[config.mk]
export PLATFORM = sky130hd
export DESIGN_NAME = csr_mmode_unit
export DESIGN_NICKNAME = d
export VERILOG_FILES = /design/src/rtl/csr_mmode_unit.sv
export SDC_FILE = /design/constraint.sdc
export NUM_CORES = 1
export LEC_CHECK = 0
export ABC_AREA = 1
export BUFFER_PORTS_ARGS = -buffer_cell sky130_fd_sc_hd__buf_4
export CAP_MARGIN = 0
export CELL_PAD_IN_SITES_DETAIL_PLACEMENT = 1
export CELL_PAD_IN_SITES_GLOBAL_PLACEMENT = 2
export CORE_MARGIN = 2
export CORE_UTILIZATION = 33
export DETAILED_ROUTE_END_ITERATION = 12
export MAX_ROUTING_LAYER = met4
export PLACE_DENSITY = 0.81
export REMOVE_ABC_BUFFERS = 1
export SETUP_SLACK_MARGIN = 0.4
export SYNTH_ARGS = -nofsm -noshare
export SYNTH_HDL_FRONTEND = slang
export SYNTH_SLANG_ARGS = --single-unit
export TNS_END_PERCENT = 20
[constraint.sdc]
create_clock -name i_clk -period 3.75 [get_ports i_clk]
set_input_delay 0.1875 -clock i_clk [delete_from_list [all_inputs] [get_ports i_clk]]
set_output_delay 0.1875 -clock i_clk [all_outputs]
set_load 0.02 [all_outputs]
[src/rtl/csr_mmode_unit.sv]
// Machine-mode CSR file and trap controller for the execute stage.
module csr_mmode_unit #(
  parameter int unsigned XLEN       = 32,
  parameter logic [31:0] HART_ID    = 32'h0,
  parameter logic [31:0] TVEC_RESET = 32'h0,
  parameter bit          VECTORED   = 1'b1,
  parameter bit          COUNTERS   = 1'b1
) (
  input  logic            i_clk,
  input  logic            i_rst_n,
  input  logic            i_csr_en,
  input  logic [2:0]      i_funct3,
  input  logic [11:0]     i_addr,
  input  logic [XLEN-1:0] i_wd,
  input  logic            i_src_zero,
  input  logic [XLEN-1:0] i_pc,
  input  logic [XLEN-1:0] i_badaddr,
  input  logic            i_ex_illegal,
  input  logic            i_ex_inst_addr,
  input  logic            i_ex_ld_addr,
  input  logic            i_ex_st_addr,
  input  logic            i_irq_sw,
  input  logic            i_irq_timer,
  input  logic            i_irq_ext,
  input  logic            i_instret,
  output logic [XLEN-1:0] o_rd,
  output logic            o_trap,
  output logic            o_eret,
  output logic [XLEN-1:0] o_target,
  output logic [XLEN-1:0] o_cause
);

  localparam int unsigned CW = XLEN - 1;
  localparam logic [11:0] A_MSTATUS = 12'h300, A_MISA = 12'h301, A_MIE = 12'h304;
  localparam logic [11:0] A_MTVEC = 12'h305, A_MSCRATCH = 12'h340, A_MEPC = 12'h341;
  localparam logic [11:0] A_MCAUSE = 12'h342, A_MTVAL = 12'h343, A_MIP = 12'h344;
  localparam logic [11:0] A_MCYCLE = 12'hB00, A_MCYCLEH = 12'hB80;
  localparam logic [11:0] A_MINSTRET = 12'hB02, A_MINSTRETH = 12'hB82, A_MHARTID = 12'hF14;
  localparam logic [XLEN-1:0] MIE_MASK = XLEN'(32'h0000_0888);
  localparam logic [XLEN-1:0] MISA_VAL = XLEN'(32'h4000_0100);

  logic            st_mie, st_mpie;
  logic [XLEN-1:0] mie_q, mscratch_q, mepc_q, mcause_q, mtval_q;
  logic [XLEN-3:0] tvec_base;
  logic            tvec_mode;
  logic [63:0]     cycle_q, instret_q, cycle_nx, instret_nx;

  logic            is_priv, is_csr, is_ecall, is_ebreak, is_mret, priv_bad, bad_f3;
  logic            csr_wr, csr_hit, csr_illegal, illegal, wr_ok;
  logic [XLEN-1:0] rdata, wdata, mip, pend, mstatus_rd, vec_base;
  logic            exc, exc_tval, irq_take, trap, eret;
  logic [3:0]      exc_code, irq_code;
  logic [XLEN-1:0] cause, target;

  // Instruction decode
  assign is_priv   = i_csr_en && (i_funct3 == 3'b000);
  assign is_csr    = i_csr_en && (i_funct3[1:0] != 2'b00);
  assign bad_f3    = i_csr_en && (i_funct3 == 3'b100);
  assign is_ecall  = is_priv && (i_addr == 12'h000);
  assign is_ebreak = is_priv && (i_addr == 12'h001);
  assign is_mret   = is_priv && (i_addr == 12'h302);
  assign priv_bad  = is_priv && !(is_ecall || is_ebreak || is_mret);
  assign csr_wr    = is_csr && ((i_funct3[1:0] == 2'b01) || !i_src_zero);

  assign mip        = {{(XLEN-12){1'b0}}, i_irq_ext, 3'b000, i_irq_timer, 3'b000, i_irq_sw, 3'b000};
  assign mstatus_rd = {{(XLEN-13){1'b0}}, 2'b11, 3'b000, st_mpie, 3'b000, st_mie, 3'b000};
  assign vec_base   = {tvec_base, 2'b00};

  // CSR read mux
  always_comb begin
    rdata   = '0;
    csr_hit = 1'b1;
    case (i_addr)
      A_MSTATUS:   rdata = mstatus_rd;
      A_MISA:      rdata = MISA_VAL;
      A_MIE:       rdata = mie_q;
      A_MTVEC:     rdata = {tvec_base, 1'b0, tvec_mode};
      A_MSCRATCH:  rdata = mscratch_q;
      A_MEPC:      rdata = mepc_q;
      A_MCAUSE:    rdata = mcause_q;
      A_MTVAL:     rdata = mtval_q;
      A_MIP:       rdata = mip;
      A_MCYCLE:    rdata = cycle_q[31:0];
      A_MCYCLEH:   rdata = cycle_q[63:32];
      A_MINSTRET:  rdata = instret_q[31:0];
      A_MINSTRETH: rdata = instret_q[63:32];
      A_MHARTID:   rdata = HART_ID;
      default:     csr_hit = 1'b0;
    endcase
  end

  // Read-modify-write data
  always_comb begin
    case (i_funct3[1:0])
      2'b01:   wdata = i_wd;
      2'b10:   wdata = rdata | i_wd;
      2'b11:   wdata = rdata & ~i_wd;
      default: wdata = rdata;
    endcase
  end

  assign csr_illegal = is_csr && (!csr_hit || (csr_wr && (i_addr[11:10] == 2'b11)));
  assign illegal     = i_ex_illegal || csr_illegal || priv_bad || bad_f3;

  // Synchronous exception priority
  always_comb begin
    exc      = 1'b1;
    exc_tval = 1'b0;
    exc_code = 4'd0;
    if (i_ex_inst_addr) begin
      exc_code = 4'd0;
      exc_tval = 1'b1;
    end else if (illegal)   exc_code = 4'd2;
    else if (is_ebreak)     exc_code = 4'd3;
    else if (is_ecall)      exc_code = 4'd11;
    else if (i_ex_ld_addr) begin
      exc_code = 4'd4;
      exc_tval = 1'b1;
    end else if (i_ex_st_addr) begin
      exc_code = 4'd6;
      exc_tval = 1'b1;
    end else exc = 1'b0;
  end

  // Interrupt selection; only sampled on cycles carrying an instruction
  assign pend     = mip & mie_q & {XLEN{st_mie}};
  assign irq_take = !exc && (i_csr_en || i_instret) && (|pend);
  always_comb begin
    irq_code = 4'd7;
    if (pend[11])     irq_code = 4'd11;
    else if (pend[3]) irq_code = 4'd3;
  end

  assign trap  = exc || irq_take;
  assign eret  = is_mret && !trap;
  assign wr_ok = csr_wr && !trap;
  assign cause = irq_take ? {1'b1, CW'(irq_code)} : (exc ? XLEN'(exc_code) : '0);

  // Redirect target: vectored offset applies to interrupts only
  always_comb begin
    target = '0;
    if (trap) begin
      target = vec_base;
      if (irq_take && tvec_mode) target = vec_base + XLEN'({irq_code, 2'b00});
    end else if (eret) begin
      target = mepc_q;
    end
  end

  assign o_rd     = (i_rst_n && i_csr_en) ? rdata : '0;
  assign o_trap   = i_rst_n && trap;
  assign o_eret   = i_rst_n && eret;
  assign o_target = i_rst_n ? target : '0;
  assign o_cause  = (i_rst_n && trap) ? cause : '0;

  // Counter next values; a write to a half replaces that half's increment
  always_comb begin
    cycle_nx   = cycle_q + 64'd1;
    instret_nx = instret_q + ((i_instret && !trap) ? 64'd1 : 64'd0);
    if (wr_ok && (i_addr == A_MCYCLE))    cycle_nx[31:0]    = wdata;
    if (wr_ok && (i_addr == A_MCYCLEH))   cycle_nx[63:32]   = wdata;
    if (wr_ok && (i_addr == A_MINSTRET))  instret_nx[31:0]  = wdata;
    if (wr_ok && (i_addr == A_MINSTRETH)) instret_nx[63:32] = wdata;
  end

  // CSR state, trap/return side effects and counters
  always_ff @(posedge i_clk or negedge i_rst_n) begin
    if (!i_rst_n) begin
      st_mie     <= 1'b0;
      st_mpie    <= 1'b0;
      mie_q      <= '0;
      mscratch_q <= '0;
      mepc_q     <= '0;
      mcause_q   <= '0;
      mtval_q    <= '0;
      tvec_base  <= TVEC_RESET[XLEN-1:2];
      tvec_mode  <= VECTORED && TVEC_RESET[0];
      cycle_q    <= '0;
      instret_q  <= '0;
    end else begin
      if (COUNTERS) begin
        cycle_q   <= cycle_nx;
        instret_q <= instret_nx;
      end
      if (wr_ok) begin
        case (i_addr)
          A_MSTATUS: begin
            st_mie  <= wdata[3];
            st_mpie <= wdata[7];
          end
          A_MIE:      mie_q      <= wdata & MIE_MASK;
          A_MTVEC: begin
            tvec_base <= wdata[XLEN-1:2];
            tvec_mode <= VECTORED && wdata[0];
          end
          A_MSCRATCH: mscratch_q <= wdata;
          A_MEPC:     mepc_q     <= wdata & ~XLEN'(3);
          A_MCAUSE:   mcause_q   <= wdata;
          A_MTVAL:    mtval_q    <= wdata;
          default: ;
        endcase
      end
      if (trap) begin
        mepc_q   <= i_pc & ~XLEN'(3);
        mcause_q <= cause;
        mtval_q  <= (exc && exc_tval) ? i_badaddr : '0;
        st_mpie  <= st_mie;
        st_mie   <= 1'b0;
      end else if (eret) begin
        st_mie  <= st_mpie;
        st_mpie <= 1'b1;
      end
    end
  end

endmodule

==> impl_results.md, run 1 <==
* Average via count per standard cell at 5.53
* Port bufs at 189
* Number of H-tree levels at 2
* RSZ-0062 raised after global routing: yes
* Final critical delay including setup and external delays at 3.38 ns
* Worst VDD drop at 0.000346 V
* Sequential area share after synthesis at 0.368
* Endpoint arrival time on the critical path at 3.19 ns
* Leading area contributor after synthesis: sky130_fd_sc_hd__dfrtp_1
* Antenna-violating nets left at 0
* I/O pins at 221
* Cells taking the most area after synthesis: sky130_fd_sc_hd__dfrtp_1 (37%), sky130_fd_sc_hd__nand2_1 (17%), sky130_fd_sc_hd__inv_1 (6.9%)
* Distinct cells, synth at 44
* Number of cells on the worst hold path at 5
* GRT Util Overall at 0.376
* Max Cap Viol at 0
* Final Hold Viols at 0
* Launch point of the worst reg-to-reg path: st_mie$_DFFE_PN0P_
* Vertical die dimension at 248 µm
* Starting density of the core at 0.334
* Gpl congestion at 1.03
* Status: completed
* Post-detailed-routing wire length at 114 mm
* Count leader, synth: sky130_fd_sc_hd__nand2_1
* Post-Syn Instances at 2949
* Clk_lat worst skew at 0.59 ns
* Worst setup path class: reg -> out
* Number of filler cells placed in the layout at 7522
* Setup violators final at 0
* Final Util at 0.426
* Pin count of the biggest net entering global routing at 126
* Req. time, crit path at 3.56 ns
* CTS tree: done
* Crit-path slowest cell: sky130_fd_sc_hd__dfrtp_2
* Hold crit path type: in -> reg
* Cell area after synthesis at 0.0197 mm²
* R2r setup slk at 0.56 ns
* Clock edge transition at the registers on the reported setup and hold paths at 0.06 ns
* Area of combinational cells with multiple inputs at 0.0106 mm²
* Critical Path Source Type: register
* Final HPWL DP at 88.0 mm
* Worst min-delay path endpoint: cycle_q[60]$_DFF_PN0_
* Count of state elements after synthesis at 290
* Period Utilization, post-route at 0.902
* Kind of capture point of the worst setup path: output port
* Overflow left after global routing at 0
* Capturing point of the worst reg2reg path: instret_q[60]$_DFF_PN0_
* Clock tree sinks at 290
* 1st-pass router iterations at 5
* Antenna violations before repair at 4
* Number of DRC violations after detailed-routing iteration 0 at 1932
* Clock buffer count from CTS at 39
* Synth-to-layout area growth at 27.5%
* Kind of cell adding the most delay to the critical path: compound AO/OA/AOI/OAI gates
* Min-Delay Startpoint: i_wd[28]
* Cell chain of the critical path: inv_2 -> o31ai_4 -> inv_2 -> ha_4 -> nand3_1 -> nand3_4 -> inv_1 -> nor2_1 -> nand3_1 -> xor2_1 -> nand2_1 -> o21ai_0 -> o21ai_1 -> buf_4
* Hold slack at 0.0386 ns
* Clock skew after layout at 0.0225 ns
* Horiz. Die Dim at 248 µm
* Area share of the largest cell type after synthesis at 0.368
* Vias in the first global route at 23000
* Register area at 0.00726 mm²
* Worst r2r path cells at 18
* Mean post-synth cell area at 6.68 µm²
* DRC viols at 0
* Max-Slew Margin vs Limit at 0.274
* Number of synthesized flops with an enable pin at 0
* Power Total at 7780 µW
* Global-route wire length before repair at 161 mm
* Commonest cells in the netlist: sky130_fd_sc_hd__nand2_1 (897), sky130_fd_sc_hd__inv_1 (362), sky130_fd_sc_hd__dfrtp_1 (290)
* Count of standard-cell rows at 89
* Net count reported at finish at 3452
* Wire length per cell at 27.5 µm
* Clk buf depth at 3
* Leakage power summed over all cells at 0.0118 µW
* Fraction of layout instances using a drive strength above 1 at 0.153
* Yosys warning total at 0
* Highest clock rate at 296 MHz
* Final Max Tran Viols at 0
* Die Footprint at 0.0617 mm²
* Critical path fanouts, max at 4
* Total power density per cell area at 310 mW/mm²
* Clock root buffer: sky130_fd_sc_hd__clkbuf_16
* Share of flip-flops with an asynchronous set or reset at 1.00
* Worst Path Buf+Inv at 4
* Delay of the slowest cell on the worst path at 0.41 ns
* Core ar. at 0.0590 mm²
* Vias at 22900
* Post-synth top flop: sky130_fd_sc_hd__dfrtp_1
* Worst slew pin tran at 1.08 ns
## per-layer routing
metal | global-route usage | wire [µm]
met4 | 0.143 | 4730
met5 | - | 0
met1 | 0.512 | 50900
met2 | 0.567 | 50000
met3 | 0.0480 | 7970
## what timing repair did
| action | CTS | global route |
|---|---|---|
| pin swaps | 9 | 9 |
| hold buffers | 62 | 0 |
| resized for setup | 31 | 17 |
| setup buffers | 17 | 7 |
| endpoints found under the setup margin | 47 | 67 |
| gates cloned | 0 | 0 |
| endpoints found under the hold margin | 104 | 0 |
## final cells by class
class	instances	area share
repair buffers	441	0.145
diodes	3	0.000299
inverters	375	0.0560
multi-input cells	2176	0.422
clock inverters	9	0.00339
well taps	773	0.0385
clock buffers	62	0.0459
flip-flops and latches	290	0.289
## where the power goes
part | switching (µW) | internal (µW)
Clock | 1630 | 2120
Combinational | 517 | 251
Sequential | 63.1 | 3200
Total | 2210 | 5570
## placed cells by master, fill, tap and decap left out, drive strengths merged, types with 22 or more instances in the layout
cell / count
nand2: 907
buf: 379
inv: 371
o21ai: 347
dfrtp: 290
nor2: 275
nand3: 122
xor2: 99
nor3: 85
o211ai: 74
dlygate4sd3: 62
clkbuf: 62
a21oi: 61
nand4: 59
o22ai: 44
conb: 29
nor4: 22
## logic make-up (layout without fill, tap and decap cells)
group,Yosys count,in the layout,synth area share
AOI/OAI and AO/OA,555,555,0.157
adders and majority gates,6,6,0.00381
other,1,32,0.000190
buffers and inverters,511,887,0.108
DFF,290,290,0.368
and+or+nand+nor,1477,1477,0.314
xor gates and xnor gates,109,109,0.0485
## metrics by stage
| stage | area (µm²) | TNS (ns) | std cells | setup WS, ns |
|---|---|---|---|---|
| 6_report | 25100 | 0 | 4129 | 0.368 |
| 3_5_place_dp | 22900 | -0.768 | 3969 | -0.167 |
| 2_1_floorplan | 19100 | -11.26 | 2841 | -0.609 |
| 5_1_grt | 25100 | 0 | 4128 | 0.156 |
| 3_3_place_gp | 22900 | -0.134 | 3969 | -0.0517 |
| 4_1_cts | 25000 | 0 | 4119 | 0.384 |
## flip-flops by register name, summed over array words and instances (netlist names)
name and cells:
tvec_base 30, mcause_q 32, tvec_mode 1, mtval_q 32
mepc_q 30, mie_q 3, cycle_q 64, mscratch_q 32
instret_q 64, st_mpie 1, st_mie 1
## worst max path at each step
stage               slack (ns)                       to  cells past startpoint                      start
floorplan                -0.61             o_target[18]                     12                  i_addr[9]
global placement         -0.05  instret_q[56]$_DFF_PN0_                     27                  i_addr[0]
detailed placement       -0.17  instret_q[56]$_DFF_PN0_                     27                  i_addr[0]
CTS                       0.38  instret_q[56]$_DFF_PN0_                     21         st_mie$_DFFE_PN0P_
global route              0.16             o_target[20]                     13  tvec_base[14]$_DFFE_PN0P_
finish                    0.37             o_target[18]                     14         st_mie$_DFFE_PN0P_
## tightest hold or removal path, delay by kind of cell
family / cells / cell delay [ns]
AND/OR/NAND/NOR: 4 / 0.31
buffers and inverters: 1 / 0.08
Power figures use the tool's default switching activity.
==> run 2, diff against run 1 <==
==> constraint.sdc (replaced) <==
create_clock -name i_clk -period 3.6 [get_ports i_clk]
set_input_delay 0.18 -clock i_clk [delete_from_list [all_inputs] [get_ports i_clk]]
set_output_delay 0.18 -clock i_clk [all_outputs]
set_load 0.02 [all_outputs]
==> run 2 against run 1 <==
Effect of this change: combinational power is 6.5% higher; worst setup slack lost 0.075 ns; sequential share of layout area shrank 0.36 points; final cell count grew 0.46%; largest cell class unchanged; worst hold slack worse by 0.0055 ns; wire length increased by 0.75%.
==> impl_results.md, run 2 (synthesis gave the netlist of run 1 again) <==
* Hold crit path type: in -> reg
* Number of filler cells placed in the layout at 7576 (+0.72%)
* Hold slack at 0.0331 ns (-0.00549 ns)
* Total power density per cell area at 322 mW/mm² (+3.9%)
* Global-route wire length before repair at 163 mm (+1.2%)
* Endpoint arrival time on the critical path at 3.80 ns (+0.61 ns)
* Critical path launch point: cycle_q[1]$_DFF_PN0_
* Clock buffer count from CTS at 39 (unchanged)
* Vertical die dimension at 248 µm (unchanged)
* Antenna violations before repair at 4 (unchanged)
* Worst slew pin tran at 1.04 ns (-0.0403 ns)
* Critical Path Source Type: register
* Crit-path most repeated cell: sky130_fd_sc_hd__nor2_1
* Fraction of layout instances using a drive strength above 1 at 0.165 (+0.0128)
* Vias in the first global route at 23600 (+2.4%)
* Net count reported at finish at 3473 (+0.61%)
* Clock root buffer: sky130_fd_sc_hd__clkbuf_16
* Clk buf depth at 3 (unchanged)
* Status: completed
* Final critical delay including setup and external delays at 3.31 ns
* Final Util at 0.431 (+0.00530)
* Setup violators final at 0 (unchanged)
* Max-Slew Margin vs Limit at 0.301 (+0.0271)
* Crit-path slowest cell: sky130_fd_sc_hd__dfrtp_1
* Starting density of the core at 0.334 (unchanged)
* Max Cap Viol at 0 (unchanged)
* 1st-pass router iterations at 6 (+1)
* Clk_lat worst skew at 0.59 ns (about the same)
* Period Utilization, post-route at 0.919
* Capturing point of the worst reg2reg path: cycle_q[59]$_DFF_PN0_
* R2r setup slk at 0.29 ns (-0.27 ns)
* Delay of the slowest cell on the worst path at 0.45 ns (+0.04 ns)
* Synth-to-layout area growth at 29.1%
* I/O pins at 221 (unchanged)
* Wire length per cell at 27.6 µm (+0.29%)
* Leakage power summed over all cells at 0.0119 µW (+1.0%)
* Req. time, crit path at 4.10 ns (+0.54 ns)
* Critical path fanouts, max at 3 (-1)
* Number of H-tree levels at 2 (unchanged)
* Final design area excluding fillers at 0.0254 mm² (+1.2%)
* Worst r2r path cells at 13 (-5)
* Final HPWL DP at 87.3 mm (-0.86%)
* DRC viols at 0 (unchanged)
* Horiz. Die Dim at 248 µm (unchanged)
* Highest-count cells in the layout ignoring fill and taps: sky130_fd_sc_hd__nand2_1 (890), sky130_fd_sc_hd__buf_4 (380), sky130_fd_sc_hd__inv_1 (356), sky130_fd_sc_hd__dfrtp_1 (289), sky130_fd_sc_hd__nor2_1 (240)
* Cell chain of the critical path: nand3_1 -> nor2_1 -> nand2_1 -> nor2_1 -> nand3_1 -> nor2_1 -> nand3_1 -> nor2_1 -> nand2_1 -> nor2_1 -> xor2_1 -> nand2_1 -> o21ai_1
* Die Footprint at 0.0617 mm² (unchanged)
* Final Max Tran Viols at 0 (unchanged)
* Launch point of the worst reg-to-reg path: cycle_q[1]$_DFF_PN0_
* Min-Delay Startpoint: i_wd[25]
* Clock tree sinks at 290 (unchanged)
* GRT Util Overall at 0.378 (+0.00270)
* Pin count of the biggest net entering global routing at 122 (-3.2%)
* Largest regs: cycle_q x64, instret_q x64
* Overflow left after global routing at 0 (unchanged)
* Core ar. at 0.0590 mm² (unchanged)
* Post-detailed-routing wire length at 114 mm (+0.75%)
* Gpl congestion at 1.00 (-2.7%)
* Number of DRC violations after detailed-routing iteration 0 at 2141 (+11%)
* Clock skew after layout at 0.0328 ns (+0.0103 ns)
* Vias at 23200 (+1.3%)
* Most common cell after layout, fill and taps aside: sky130_fd_sc_hd__nand2_1
* Kind of capture point of the worst setup path: register
* Final Hold Viols at 0 (unchanged)
* Count of standard-cell rows at 89 (unchanged)
* Number of cells on the worst hold path at 5 (unchanged)
* Average via count per standard cell at 5.58 (+0.87%)
* RSZ-0062 raised after global routing: yes
* Highest clock rate at 302 MHz
* Worst min-delay path endpoint: cycle_q[57]$_DFF_PN0_
* Clock edge transition at the registers on the reported setup and hold paths at 0.06 ns (about the same)
* Worst VDD drop at 0.000306 V (-12%)
* Placed cell areas at 0.0231 mm² (+1.1%)
* CTS tree: done
* Worst setup path class: reg -> reg
* Port bufs at 189 (unchanged)
* Antenna-violating nets left at 0 (unchanged)
==> run 2: cell count changes in the layout (fill, tap and decap cells not counted), moves of 3 or more <==
| cell | change |
|---|---|
| sky130_fd_sc_hd__nor3_2 | +4 |
| sky130_fd_sc_hd__clkbuf_1 | -7 |
| sky130_fd_sc_hd__buf_4 | +16 |
| sky130_fd_sc_hd__nor2_2 | +6 |
| sky130_fd_sc_hd__nand3_2 | +3 |
| sky130_fd_sc_hd__inv_2 | +3 |
| sky130_fd_sc_hd__nor2_1 | -8 |
| sky130_fd_sc_hd__nor3_1 | -4 |
| sky130_fd_sc_hd__nand3_1 | -3 |
==> run 2: where the power goes <==
| part | switching (µW) | total [µW] | internal (µW) |
|---|---|---|---|
| registers | 67.5 | 3400 | 3330 |
| clock network | 1720 | 3970 | 2250 |
| logic | 546 | 818 | 272 |
==> run 2: worst max path at each step <==
stage                         endpoint  slack, ns  cells past startpoint
2_1_floorplan             o_target[18]      -0.74                     12
3_3_place_gp   instret_q[56]$_DFF_PN0_      -0.34                     27
3_5_place_dp   instret_q[56]$_DFF_PN0_      -0.48                     27
4_1_cts                   o_target[27]       0.27                     17
5_1_grt                   o_target[22]       0.19                     13
6_report         cycle_q[59]$_DFF_PN0_       0.29                     13
==> run 2: per-layer routing <==
layer | up-vias | global-route usage | part of all wire
met5 | - | - | 0
met4 | 0 | 0.175 | 0.053
met3 | 242 | 0.0500 | 0.068
met2 | 988 | 0.558 | 0.43
met1 | 11600 | 0.514 | 0.45
li1 | 10300 | - | -
==> run 2: final cells by class <==
class | count | area, µm² | area share
Timing Repair Buffer | 462 | 3830 | 0.151
Multi-Input combinational cell | 2176 | 10700 | 0.421
Clock buffer | 54 | 1110 | 0.0437
Clock inverter | 15 | 149 | 0.00585
Tap cell | 773 | 967 | 0.0380
Antenna cell | 3 | 7.51 | 0.000295
Inverter | 375 | 1410 | 0.0553
Sequential cell | 290 | 7260 | 0.285
==> run 2: worst max-delay path, delay by kind of cell, from the launching register on <==
| kind | cells | cell delay (ns) |
|---|---|---|
| AOI/OAI and AO/OA | 1 | 0.07 |
| xor gates and xnor gates | 1 | 0.19 |
| DFF | 1 | 0.45 |
| and+or+nand+nor | 11 | 2.49 |
==> run 2: stage by stage <==
stage	TNS (ns)	total power (µW)	cells	setup slack, ns
floorplan	-15.28	3690	2841	-0.744
global placement	-2.66	4180	3997	-0.337
detailed placement	-6.08	4190	3997	-0.477
CTS	0	8220	4138	0.274
global route	0	8400	4148	0.193
finish	0	8180	4148	0.292
==> run 2: repair_timing <==
item | in CTS | in global routing
endpoints found under the setup margin | 60 | 81
endpoints found under the hold margin | 240 | 0
resized for setup | 43 | 34
pin swaps | 10 | 13
setup buffers | 8 | 7
hold buffers | 64 | 0
==> run 3, diff against run 2 <==
==> constraint.sdc (replaced) <==
create_clock -name i_clk -period 3.6 [get_ports i_clk]
set_input_delay 0.72 -clock i_clk [delete_from_list [all_inputs] [get_ports i_clk]]
set_output_delay 0.72 -clock i_clk [all_outputs]
set_load 0.02 [all_outputs]
==> run 3 against run 2 <==
Effect of this change: the flow now finishes with violations (setup timing); final cell count rose by 1.6%; clock-buffer cell count fell by 5; critical path depth rose by 6; die area did not move; wire length rose by 3.4%; clock skew rose by 0.0066 ns; largest power group unchanged.
==> impl_results.md, run 3 (synthesis gave the netlist of run 1 again) <==
* Antenna fix cells at 0 (-3)
* RSZ-0062 raised after global routing: yes
* Leakage power summed over all cells at 0.0131 µW (+10%)
* I/O pins at 221 (unchanged)
* Endpoint arrival time on the critical path at 3.09 ns (-0.71 ns)
* Worst setup slack after layout at -0.212 ns (-0.505 ns)
* Worst VDD drop at 0.000293 V (-4.3%)
* Vias at 23400 (+1.1%)
* Post-detailed-routing wire length at 118 mm (+3.4%)
* Clk_lat worst skew at 0.61 ns (+0.02 ns)
* Period Utilization, post-route at 1.06 (+0.140)
* Largest regs: cycle_q x64, instret_q x64
* Final Util at 0.478 (+0.0475)
* Launch point of the worst reg-to-reg path: st_mie$_DFFE_PN0P_
* Clock edge transition at the registers on the reported setup and hold paths at 0.06 ns (about the same)
* R2r setup slk at 0.40 ns (+0.11 ns)
* Final critical delay including setup and external delays at 3.81 ns (+0.505 ns)
* Vias in the first global route at 24000 (+2.0%)
* Setup violators final at 28 (+28)
* CTS tree: done
* Die Footprint at 0.0617 mm² (unchanged)
* Final HPWL DP at 89.3 mm (+2.3%)
* Critical path launch point: st_mie$_DFFE_PN0P_
* Final design area excluding fillers at 0.0282 mm² (+11%)
* Number of DRC violations after detailed-routing iteration 0 at 1908 (-11%)
* Highest clock rate at 262 MHz (-13%)
* DRC viols at 0 (unchanged)
* Vertical die dimension at 248 µm (unchanged)
* Critical Path Source Type: register
* Req. time, crit path at 2.88 ns (-1.22 ns)
* Clock root buffer: sky130_fd_sc_hd__clkbuf_16
* Pin count of the biggest net entering global routing at 148 (+21%)
* Horiz. Die Dim at 248 µm (unchanged)
* Worst setup path class: reg -> out
* Most common cell after layout, fill and taps aside: sky130_fd_sc_hd__nand2_1
* Starting density of the core at 0.334 (unchanged)
* Antenna violations before repair at 3 (-1)
* Clk buf depth at 3 (unchanged)
* Clock tree sinks at 290 (unchanged)
* Gpl congestion at 1.02 (+2.0%)
* Total power density per cell area at 309 mW/mm² (-3.8%)
* Clock skew after layout at 0.0394 ns (+0.00664 ns)
* Fraction of layout instances using a drive strength above 1 at 0.271 (+0.106)
* Count of standard-cell rows at 89 (unchanged)
* Power Total at 8740 µW (+6.8%)
* Average via count per standard cell at 5.55 (-0.54%)
* Wire length per cell at 28.1 µm (+1.7%)
* Highest-count cells in the layout ignoring fill and taps: sky130_fd_sc_hd__nand2_1 (817), sky130_fd_sc_hd__buf_4 (384), sky130_fd_sc_hd__inv_1 (327), sky130_fd_sc_hd__dfrtp_1 (290), sky130_fd_sc_hd__o21ai_1 (211)
* Final Hold Viols at 0 (unchanged)
* Global-route wire length before repair at 167 mm (+2.3%)
* Max-Slew Margin vs Limit at 0.164 (-0.137)
* Antenna-violating nets left at 0 (unchanged)
* Failing checks: setup timing
* Synth-to-layout area growth at 43.4%
* Status: finished with violations
* Worst slew pin tran at 1.25 ns (+0.216 ns)
* Critical path fanouts, max at 3 (unchanged)
* GRT Util Overall at 0.388 (+0.0100)
* Clock buffer count from CTS at 40 (+2.6%)
* Hold crit path type: in -> async
* Port bufs at 189 (unchanged)
* Number of H-tree levels at 2 (unchanged)
* Max Cap Viol at 0 (unchanged)
* Core ar. at 0.0590 mm² (unchanged)
* Placed cell areas at 0.0242 mm² (+4.7%)
* Overflow left after global routing at 0 (unchanged)
* Net count reported at finish at 3544 (+2.0%)
* Kind of capture point of the worst setup path: output port
* Final Max Tran Viols at 0 (unchanged)
* 1st-pass router iterations at 5 (-1)
## run 3: final cells by class
cell class,count,area (µm²)
Clock buffer,49,1090
Clock inverter,20,335
Fill cell,7314,30800
Inverter,375,1480
Multi-Input combinational cell,2176,12000
Sequential cell,290,7260
Tap cell,773,967
Timing Repair Buffer,532,5060
## run 3: path summary, 6_finish.rpt
path | end | depth (start not counted)
setup / recovery | o_target[21] | 19
hold / removal | mtval_q[3]$_DFFE_PN0P_ | 2
setup reg to reg | instret_q[52]$_DFF_PN0_ | 23
hold reg to reg | mcause_q[7]$_DFFE_PN0P_ | 2
max in group asynchronous | mcause_q[29]$_DFFE_PN0P_ | 3
min in group i_clk | mtval_q[4]$_DFFE_PN0P_ | 3
## run 3: worst max-delay path, cell delays in order, from the launching register on
cell,delay (ns)
sky130_fd_sc_hd__dfrtp_1,0.41
sky130_fd_sc_hd__buf_6,0.13
sky130_fd_sc_hd__nand3_4,0.07
sky130_fd_sc_hd__buf_6,0.12
sky130_fd_sc_hd__inv_4,0.03
sky130_fd_sc_hd__ha_4,0.27
sky130_fd_sc_hd__buf_6,0.12
sky130_fd_sc_hd__nand3_4,0.08
sky130_fd_sc_hd__nor3_4,0.16
sky130_fd_sc_hd__buf_4,0.14
sky130_fd_sc_hd__buf_6,0.08
sky130_fd_sc_hd__nand3_2,0.06
sky130_fd_sc_hd__o21ai_2,0.10
sky130_fd_sc_hd__xor2_1,0.16
sky130_fd_sc_hd__nand4_1,0.09
sky130_fd_sc_hd__nand2_1,0.11
sky130_fd_sc_hd__nand2_2,0.07
sky130_fd_sc_hd__nand2_1,0.07
sky130_fd_sc_hd__nor2_1,0.04
sky130_fd_sc_hd__buf_4,0.19
## run 3: per-layer routing
layer	track usage	vias to the layer above	part of all wire	wire (µm)
met5	-	-	0	0
met2	0.585	903	0.44	52300
li1	-	10500	-	-
met1	0.525	11800	0.44	52100
met4	0.169	0	0.051	6070
met3	0.0472	246	0.067	7870
## run 3: repair_timing
action | 4_1_cts | 5_1_grt
setup buffers | 27 | 17
cloned | 1 | 0
setup endpoints to repair | 113 | 124
pin swaps | 127 | 194
endpoints found under the hold margin | 19 | 19
gates resized for setup | 325 | 260
## run 3: stage by stage
| step | worst slack, ns | hold slack, ns | instances | TNS (ns) |
|---|---|---|---|---|
| floorplan | -1.82 | 0.424 | 2841 | -83.48 |
| global placement | -0.865 | 0.467 | 4100 | -34.40 |
| detailed placement | -0.958 | 0.473 | 4100 | -49.95 |
| CTS | -0.214 | -0.0641 | 4197 | -2.80 |
| global route | -0.318 | 0.312 | 4215 | -6.01 |
| finish | -0.212 | 0.253 | 4215 | -2.99 |
## run 3: report_power, final
part           total (µW)  leakage, µW  internal, µW  switching, µW
sequential           3400      0.00372          3330           75.2
combinational         865      0.00867           289            576
clock                4470     0.000705          2740           1730
